--- src/rtl/pipe_pkg.sv ---
// Shared definitions for the pipeline front-end stall/flush controller.
package pipe_pkg;

  localparam int          CTRL_W    = 16;
  localparam logic [31:0] NOP_INSTR = 32'h0000_0000;

  // One action is selected per cycle; priority FREEZE > STALL > FLUSH > RUN.
  typedef enum logic [1:0] {
    RUN    = 2'd0,
    STALL  = 2'd1,
    FLUSH  = 2'd2,
    FREEZE = 2'd3
  } action_e;

endpackage

--- src/rtl/sat_counter.sv ---
// Saturating up-counter with hold and synchronous clear.
// hold_i has priority over clr_i, which has priority over inc_i.
module sat_counter #(
  parameter int           W   = 16,
  parameter logic [W-1:0] MAX = '1
) (
  input  logic         clk,
  input  logic         rst_n,
  input  logic         hold_i,
  input  logic         clr_i,
  input  logic         inc_i,
  output logic [W-1:0] cnt_o,
  output logic         sat_o
);

  logic [W-1:0] cnt_q;
  logic [W-1:0] cnt_d;

  // Next count: freeze, clear, or increment until MAX is reached.
  always_comb begin
    cnt_d = cnt_q;
    if (hold_i) begin
      cnt_d = cnt_q;
    end else if (clr_i) begin
      cnt_d = '0;
    end else if (inc_i && (cnt_q != MAX)) begin
      cnt_d = cnt_q + 1'b1;
    end
  end

  // Count register.
  always_ff @(posedge clk or negedge rst_n) begin
    if (!rst_n) cnt_q <= '0;
    else        cnt_q <= cnt_d;
  end

  assign cnt_o = cnt_q;
  assign sat_o = (cnt_q == MAX);

endmodule

--- src/rtl/pipe_stall_ctrl.sv ---
// Front-end pipeline control: gates the PC write, holds/flushes IF/ID,
// injects bubbles into ID/EX, and keeps a stall watchdog plus stall/flush
// performance counters.
module pipe_stall_ctrl #(
  parameter int CTRL_W = pipe_pkg::CTRL_W,
  parameter int WD_MAX = 64,
  parameter int CNT_W  = 16
) (
  input  logic              clk,
  input  logic              rst_n,
  input  logic              hazard_stall,
  input  logic              ID_redirect,
  input  logic              mem_busy,
  input  logic [31:0]       IF_pc,
  input  logic [31:0]       IF_instr,
  input  logic [CTRL_W-1:0] ID_ctrl,
  output logic              pc_write_en,
  output logic [31:0]       ID_pc,
  output logic [31:0]       ID_instr,
  output logic              ID_valid,
  output logic [CTRL_W-1:0] EX_ctrl,
  output logic              EX_valid,
  output logic              wd_timeout,
  output logic [CNT_W-1:0]  stall_cnt,
  output logic [CNT_W-1:0]  flush_cnt
);

  import pipe_pkg::*;

  localparam int WD_CW = $clog2(WD_MAX + 1);

  action_e           state_q;
  action_e           action_d;
  logic              pc_we_d;

  logic [31:0]       id_pc_q;
  logic [31:0]       id_instr_q;
  logic              id_valid_q;
  logic [CTRL_W-1:0] ex_ctrl_q;
  logic              ex_valid_q;
  logic              wd_timeout_q;
  logic              wd_timeout_d;

  logic [CTRL_W-1:0] ex_ctrl_gated;
  logic [WD_CW-1:0]  wd_cnt;
  logic              wd_sat;
  logic              stall_sat;
  logic              flush_sat;

  // Action decision depends only on this cycle's requests, never on state_q.
  always_comb begin
    action_d = RUN;
    pc_we_d  = 1'b1;
    if (mem_busy) begin
      action_d = FREEZE;
      pc_we_d  = 1'b0;
    end else if (hazard_stall) begin
      action_d = STALL;
      pc_we_d  = 1'b0;
    end else if (ID_redirect) begin
      action_d = FLUSH;
      pc_we_d  = 1'b1;
    end
  end

  // Last-action register, visible to debug through hierarchy.
  always_ff @(posedge clk or negedge rst_n) begin
    if (!rst_n) state_q <= RUN;
    else        state_q <= action_d;
  end

  // The PC is allowed to load while reset is held.
  assign pc_write_en = !rst_n || pc_we_d;

  // An empty ID slot must never carry live control into EX.
  assign ex_ctrl_gated = id_valid_q ? ID_ctrl : '0;

  // IF/ID and ID/EX pipeline registers.
  always_ff @(posedge clk or negedge rst_n) begin
    if (!rst_n) begin
      id_pc_q    <= '0;
      id_instr_q <= '0;
      id_valid_q <= 1'b0;
      ex_ctrl_q  <= '0;
      ex_valid_q <= 1'b0;
    end else begin
      case (action_d)
        FREEZE: begin
          id_pc_q    <= id_pc_q;
          id_instr_q <= id_instr_q;
          id_valid_q <= id_valid_q;
          ex_ctrl_q  <= ex_ctrl_q;
          ex_valid_q <= ex_valid_q;
        end
        STALL: begin
          ex_ctrl_q  <= '0;
          ex_valid_q <= 1'b0;
        end
        FLUSH: begin
          id_pc_q    <= IF_pc;
          id_instr_q <= NOP_INSTR;
          id_valid_q <= 1'b0;
          ex_ctrl_q  <= ex_ctrl_gated;
          ex_valid_q <= id_valid_q;
        end
        default: begin
          id_pc_q    <= IF_pc;
          id_instr_q <= IF_instr;
          id_valid_q <= 1'b1;
          ex_ctrl_q  <= ex_ctrl_gated;
          ex_valid_q <= id_valid_q;
        end
      endcase
    end
  end

  // Watchdog fires on the stall cycle that brings the run count to WD_MAX.
  always_comb begin
    wd_timeout_d = wd_timeout_q;
    if ((action_d == STALL) && (wd_sat || (wd_cnt == WD_CW'(WD_MAX - 1)))) begin
      wd_timeout_d = 1'b1;
    end
  end

  // Sticky watchdog flag; only reset clears it.
  always_ff @(posedge clk or negedge rst_n) begin
    if (!rst_n) wd_timeout_q <= 1'b0;
    else        wd_timeout_q <= wd_timeout_d;
  end

  sat_counter #(
    .W   (WD_CW),
    .MAX (WD_CW'(WD_MAX))
  ) u_wd_cnt (
    .clk    (clk),
    .rst_n  (rst_n),
    .hold_i (action_d == FREEZE),
    .clr_i  ((action_d == RUN) || (action_d == FLUSH)),
    .inc_i  (action_d == STALL),
    .cnt_o  (wd_cnt),
    .sat_o  (wd_sat)
  );

  sat_counter #(
    .W   (CNT_W),
    .MAX ('1)
  ) u_stall_cnt (
    .clk    (clk),
    .rst_n  (rst_n),
    .hold_i (1'b0),
    .clr_i  (1'b0),
    .inc_i  (action_d == STALL),
    .cnt_o  (stall_cnt),
    .sat_o  (stall_sat)
  );

  sat_counter #(
    .W   (CNT_W),
    .MAX ('1)
  ) u_flush_cnt (
    .clk    (clk),
    .rst_n  (rst_n),
    .hold_i (1'b0),
    .clr_i  (1'b0),
    .inc_i  (action_d == FLUSH),
    .cnt_o  (flush_cnt),
    .sat_o  (flush_sat)
  );

  assign ID_pc      = id_pc_q;
  assign ID_instr   = id_instr_q;
  assign ID_valid   = id_valid_q;
  assign EX_ctrl    = ex_ctrl_q;
  assign EX_valid   = ex_valid_q;
  assign wd_timeout = wd_timeout_q;

endmodule

--- config.mk ---
export PLATFORM = sky130hd
export DESIGN_NAME = pipe_stall_ctrl
export DESIGN_NICKNAME = d
export VERILOG_FILES = /design/src/rtl/pipe_pkg.sv /design/src/rtl/sat_counter.sv /design/src/rtl/pipe_stall_ctrl.sv
export SDC_FILE = /design/constraint.sdc
export NUM_CORES = 1
export LEC_CHECK = 0
export ABC_AREA = 1
export ABC_CLOCK_PERIOD_IN_PS = 2000
export CAP_MARGIN = 20
export CORE_ASPECT_RATIO = 1.75
export CORE_MARGIN = 5
export CORE_UTILIZATION = 46
export DETAILED_ROUTE_END_ITERATION = 16
export PLACE_DENSITY_LB_ADDON = 0.08
export SYNTH_ARGS = -nofsm -noshare
export SYNTH_HDL_FRONTEND = slang
export SYNTH_HIERARCHICAL = 1
export SYNTH_SLANG_ARGS = --single-unit
--- constraint.sdc ---
create_clock -name clk -period 2 [get_ports clk]
set_input_delay 0.5 -clock clk [delete_from_list [all_inputs] [get_ports clk]]
set_output_delay 0.5 -clock clk [all_outputs]
set_load 0.05 [all_outputs]
Yosys cells after proc, flatten, opt, wreduce, memory -nomap -nowiden
Index checks and enable logic that the tools add are counted. Widths: inputs -> output; s select.

Register bits after elaboration: 122. Input bits: 85. Output and inout bits: 116. Logic and storage cells: 45.

$add $sub $neg: 3. Equal/unequal tests: 8. Multiplexer cells: 12. Bitwise gates (word level): 1. Reductions and logical operators: 12.

Operators with widths (count): $pmux 32 s2 (1); $add 16x1->16 const B (2); $ne 16x16->1 const B (2); $pmux 16 s2 (1); $mux 16 (1); $mux 7 (2); $add 7x1->7 const B (1); $eq 7x6->1 const B (1); $eq 7x7->1 const B (1); $ne 7x7->1 const B (1); $mux 2 (3); $eq 2x2->1 const B (2); $logic_and 1x1->1 (4); $pmux 1 s2 (2); $logic_or 1x1->1 (3); $eq 2x1->1 const B (1); $logic_not 2->1 (1); $mux 1 (2); $reduce_and 2->1 (1); $reduce_bool 2->1 (1); $reduce_or 2->1 (1); $logic_not 1->1 (1); $not 1->1 (1).

Longest topological paths before layout
Gate-level depths: netlist of the first run.

Depth in word-level cells: 7. Depth in mapped cells: 10. Gate-level depth less buffers: 10.

Hierarchy
The synthesis of the first run kept the hierarchy.

Modules (own cells, without submodules): pipe_stall_ctrl (times used 1, cells an instance 369, area an instance 3305.7 um^2, seq. area each 2077.0 um^2); sat_counter at u_flush_cnt ... (times used 2, cells an instance 171, area an instance 1122.3 um^2, seq. area each 400.4 um^2); sat_counter at u_wd_cnt (times used 1, cells an instance 69, area an instance 484.2 um^2, seq. area each 175.2 um^2).

Worst setup path before layout of the first run
Ideal clock, no wire load.

Path kind: reg-to-reg. Start: reg u_flush_cnt.cnt_q[0] (netlist: u_flush_cnt/cnt_o[0]). End: reg u_flush_cnt.cnt_q[2] (netlist: u_flush_cnt/cnt_o[2]). Library setup time: 0.066 ns. Arrival time: 1.888 ns. Required time: 1.934 ns. Setup slack: 0.046 ns. Stages on the path, launching flop included: 11. Buffers on the path: 1. Period minus slack after synthesis: 1.954 ns. Cell sequence: dfrtp_1 -> ha_1 -> nand2_2 -> nor2_4 -> nand2_4 -> o21ai_4 -> nand2_4 -> nand2_4 -> buf_12 -> nand2_1 -> nand2_1.

Cells in the longest elaborated chain, start to end: 2. Elaborated cells between the ends (all ways): 3. Classes of those cells: add/sub (1); eq/ne (1); reduce/logical (1).

RTL lines: start: declaration (RTL line sat_counter.sv:16) `logic [W-1:0] cnt_q;`; start signal: assignment (RTL line sat_counter.sv:34) `else cnt_q <= cnt_d;`; parallel branches: the longest is 2 deep, another holds $add 16x1->16.

Parallel ways; which one is timed is not known. A chain may end at the register's enable or synchronous reset.

Final worst setup path of the first run
Start: in mem_busy. End: out pc_write_en.

Cells in the longest elaborated chain, start to end: 2.

RTL lines: start: declaration (RTL line pipe_stall_ctrl.sv:13) `input logic mem_busy,`; $mux 1 (RTL line pipe_stall_ctrl.sv:54) `if (mem_busy) begin`; $logic_or 1x1->1 (RTL line pipe_stall_ctrl.sv:73) `assign pc_write_en = !rst_n || pc_we_d;`; end: declaration (RTL line pipe_stall_ctrl.sv:17) `output logic pc_write_en,`.

No other way between the ends.

==> results by group, run 1 <==
Global routing
  – First-pass GRT wire length: around 28 mm
  – GRT Overall Usage: 0.227
  – Global route total overflow: 0
  – Initial antenna violation count: 1
  – Pin count of the biggest net entering global routing: 123
  – Vias in the first global route: approximately 5700

Timing
  – Final setup fails: 0
  – Worst setup margin: 67.1 ps
  – Sum of negative setup slack: 0 ps
  – Fmax: just over 500 MHz
  – RSZ-0062 raised after global routing: no
  – Final worst-path cycle share: 0.966
  – Pin slew with the least headroom to its limit: between 600 and 700 ps
  – Worst Skew: between 10 and 15 ps
  – Final Hold Vio Count: 0
  – Post-route minimum period: 1930 ps
  – Final slew viol count: 0
  – Worst relative slew slack: 0.553

Power and ir drop
  – Worst vdd ir: 0.511 mV
  – Overall power: about 7.6 mW
  – Leak: between 4 and 5 nW
  – Power per cell area: roughly 890 nW/um^2

Run
  – Number of max-cap violations: 0

Die
  – Die W: roughly 97 um
  – Core Area: between 10000 and 15000 um^2
  – Die height: between 150 and 200 um
  – DIE AREA: between 15000 and 20000 um^2
  – Starting density of the core: 0.468
  – Ports: between 200 and 250
  – Rows: 55

Route
  – Vias: ~5600
  – Vias per inst: approximately 4.8
  – Pre-antenna DRT Iters: 4
  – Starting DRT DRC Count: 242
  – ANT nets after route: 0
  – Total Wirelength: about 17 mm
  – Post-route DRC violation count: 0
  – Drt wl/cell: approximately 14 um

Critical path
  – Critical path destination: pc_write_en
  – Critical R2R Capture: u_stall_cnt/cnt_o[8]$_DFFE_PN0P_
  – Critical-path cell list: clkdlybuf4s50_1 > nor2_4 > inv_2 > nand2_2 > buf_12
  – Arrival time worst endpoint: 1430 ps
  – FF-to-FF setup slack: ~190 ps
  – Critical Path Sink Type: output pin
  – CP Launch Type: primary input
  – Worst EP required: around 1500 ps
  – Setup crit start: mem_busy
  – Critical Path Slowest Stage Cell: clkdlybuf4s50_1
  – Worst Path Buf+Inv: 3
  – Worst path max stage delay: 570 ps
  – Critical path class: in2out
  – Instance count on the critical path: 5
  – Largest fanout on the critical path: 4
  – Worst r2r path cells: 10
  – Worst path top cell family by delay: buffers and inverters
  – RR Startpoint: u_stall_cnt/cnt_o[0]$_DFFE_PN0P_

Clocking
  – Clock Tree Buf Depth: 2
  – Post-CTS Setup Inserts: 0
  – # clock sinks: between 100 and 150
  – Root buf cell: clkbuf_16
  – CTS tree: done
  – H-tree depth: 4
  – Clock transition at the registers of the reported paths: 60 ps
  – Total CTS buffers: 17
  – Clock latency on the worst-skew pair: just over 400 ps

Place
  – Post-DP HPWL: about 12 mm
  – Port bufs: 200
  – Place WS: -303 ps
  – Area after DPL: 7990 um^2
  – RD Place Congestion: between 0.8 and 0.9

Final layout
  – Layout area overhead: 42.7%
  – Ratio of cells with drive above 1 in the final layout: 0.185
  – Nets: roughly 1100
  – Fillers: 1183
  – Final core occ: 0.668
  – Final Cell Area: about 8600 um^2

Min path
  – Hold WC Path Type: in2async

Yosys
  – Post-Synthesis Cells: 778
  – Avg Cell Area, Syn: 7.75 um^2
  – Yosys warnings: 6
  – Mapped Area: 6030 um^2

Run status
  – Status: finished clean
-- worst reg2reg max path: stages, from the launching register on --
cell     delay, ps
dfrtp_1        440
ha_1           240
nand2_2         90
nor2_4         180
nand2_4         90
o21ai_4        170
buf_4          140
nand2_4         50
nand2_4        190
nand2_1         90
nand2_1         60
-- metal layers --
layer  part of all wire  vias up  track usage
li1                   -     2845            -
met4              0.022        0       0.0824
met3              0.069       24       0.0629
met2               0.51      177        0.392
met1               0.40     2587        0.264
met5                  0        -            0
-- per-stage QoR --
| step | std cells | hold slack (ps) |
|---|---|---|
| 3_5_place_dp | 1148 | 454 |
| 3_3_place_gp | 1148 | 453 |
| 5_1_grt | 1181 | 275 |
| 4_1_cts | 1180 | 255 |
| 2_1_floorplan | 787 | 204 |
| 6_report | 1181 | 193 |
-- what timing repair did --
action                                  4_1_cts  5_1_grt
resized for setup                            17        2
hold buffers                                  0        0
endpoints found under the setup margin       17        9
-- flip-flops by register name, indices dropped and copies added, names as in the netlist --
register / flops
EX_ctrl: 16
ID_pc: 32
EX_valid: 1
ID_instr: 32
u_wd_cnt/cnt_o: 7
ID_valid: 1
wd_timeout: 1
u_stall_cnt/cnt_o: 16
u_flush_cnt/cnt_o: 16
-- cells in the final DEF (no fill, tap or decap), types with 2 or more instances in the layout --
cell type and count:
clkinv_4 2, clkinv_1 2, clkdlybuf4s50_1 82, ha_1 4
clkbuf_16 17, nand2_2 15, buf_4 115, nand3b_1 3
dfrtp_1 122, xor2_1 2, dlygate4sd2_1 16, nand4_1 8
bufinv_16 3, buf_12 4, inv_1 43, a21oi_1 11
nand3_1 73, nor2_4 5, nor2_1 69, o21ai_0 7
inv_6 7, o21a_1 2, conb_1 10, nand3_2 2
o21ai_4 2, nand2_1 362, o21bai_1 3, nand2_4 9
-- how the worst min path moves through the flow --
stage / start / to / slack, ps / cells after the start
final: rst_n / EX_ctrl[15]$_DFFE_PN0N_ / 190 / 2
after detailed placement: wd_timeout$_DFFE_PN0P_ / wd_timeout$_DFFE_PN0P_ / 450 / 2
after CTS: rst_n / ID_pc[10]$_DFFE_PN0N_ / 260 / 2
after global routing: rst_n / ID_pc[7]$_DFFE_PN0N_ / 280 / 2
after floorplan: rst_n / EX_ctrl[0]$_DFFE_PN0N_ / 200 / 0
after global placement: wd_timeout$_DFFE_PN0P_ / wd_timeout$_DFFE_PN0P_ / 450 / 2
-- where the power goes --
| group | total [mW] | switching [mW] | internal, mW |
|---|---|---|---|
| clock | 3.22 | 1.20 | 2.02 |
| combinational | 1.63 | 1.11 | 0.520 |
| sequential | 2.79 | 0.121 | 2.66 |
-- final cells by class --
cell class              count  area, um^2  share of cell area
multi-input cells         591        2620               0.305
clock buffers              18         439              0.0511
diodes                      1        2.50            0.000291
flip-flops and latches    122        3050               0.355
repair buffers            218        1920               0.223
inverters                  46         173              0.0201
clock inverters            14         181              0.0211
well taps                 171         214              0.0249
Note: power is estimated with default switching activity, not from simulation.
==> run 2, diff against run 1 <==
--- a/config.mk
+++ b/config.mk
@@ -13,6 +13,7 @@
 export CORE_UTILIZATION = 46
 export DETAILED_ROUTE_END_ITERATION = 16
 export PLACE_DENSITY_LB_ADDON = 0.08
+export SLEW_MARGIN = 20
 export SYNTH_ARGS = -nofsm -noshare
 export SYNTH_HDL_FRONTEND = slang
 export SYNTH_HIERARCHICAL = 1
==> results of run 2 <==
The final DEF is identical to that of run 1; final timing and power are the same.
==> run 3, diff against run 2 <==
--- a/config.mk
+++ b/config.mk
@@ -7,7 +7,7 @@
 export LEC_CHECK = 0
 export ABC_AREA = 1
 export ABC_CLOCK_PERIOD_IN_PS = 2000
-export CAP_MARGIN = 20
+export CAP_MARGIN = 30
 export CORE_ASPECT_RATIO = 1.75
 export CORE_MARGIN = 5
 export CORE_UTILIZATION = 46
==> results of run 3 <==
The final DEF is identical to that of run 1; final timing and power are the same.
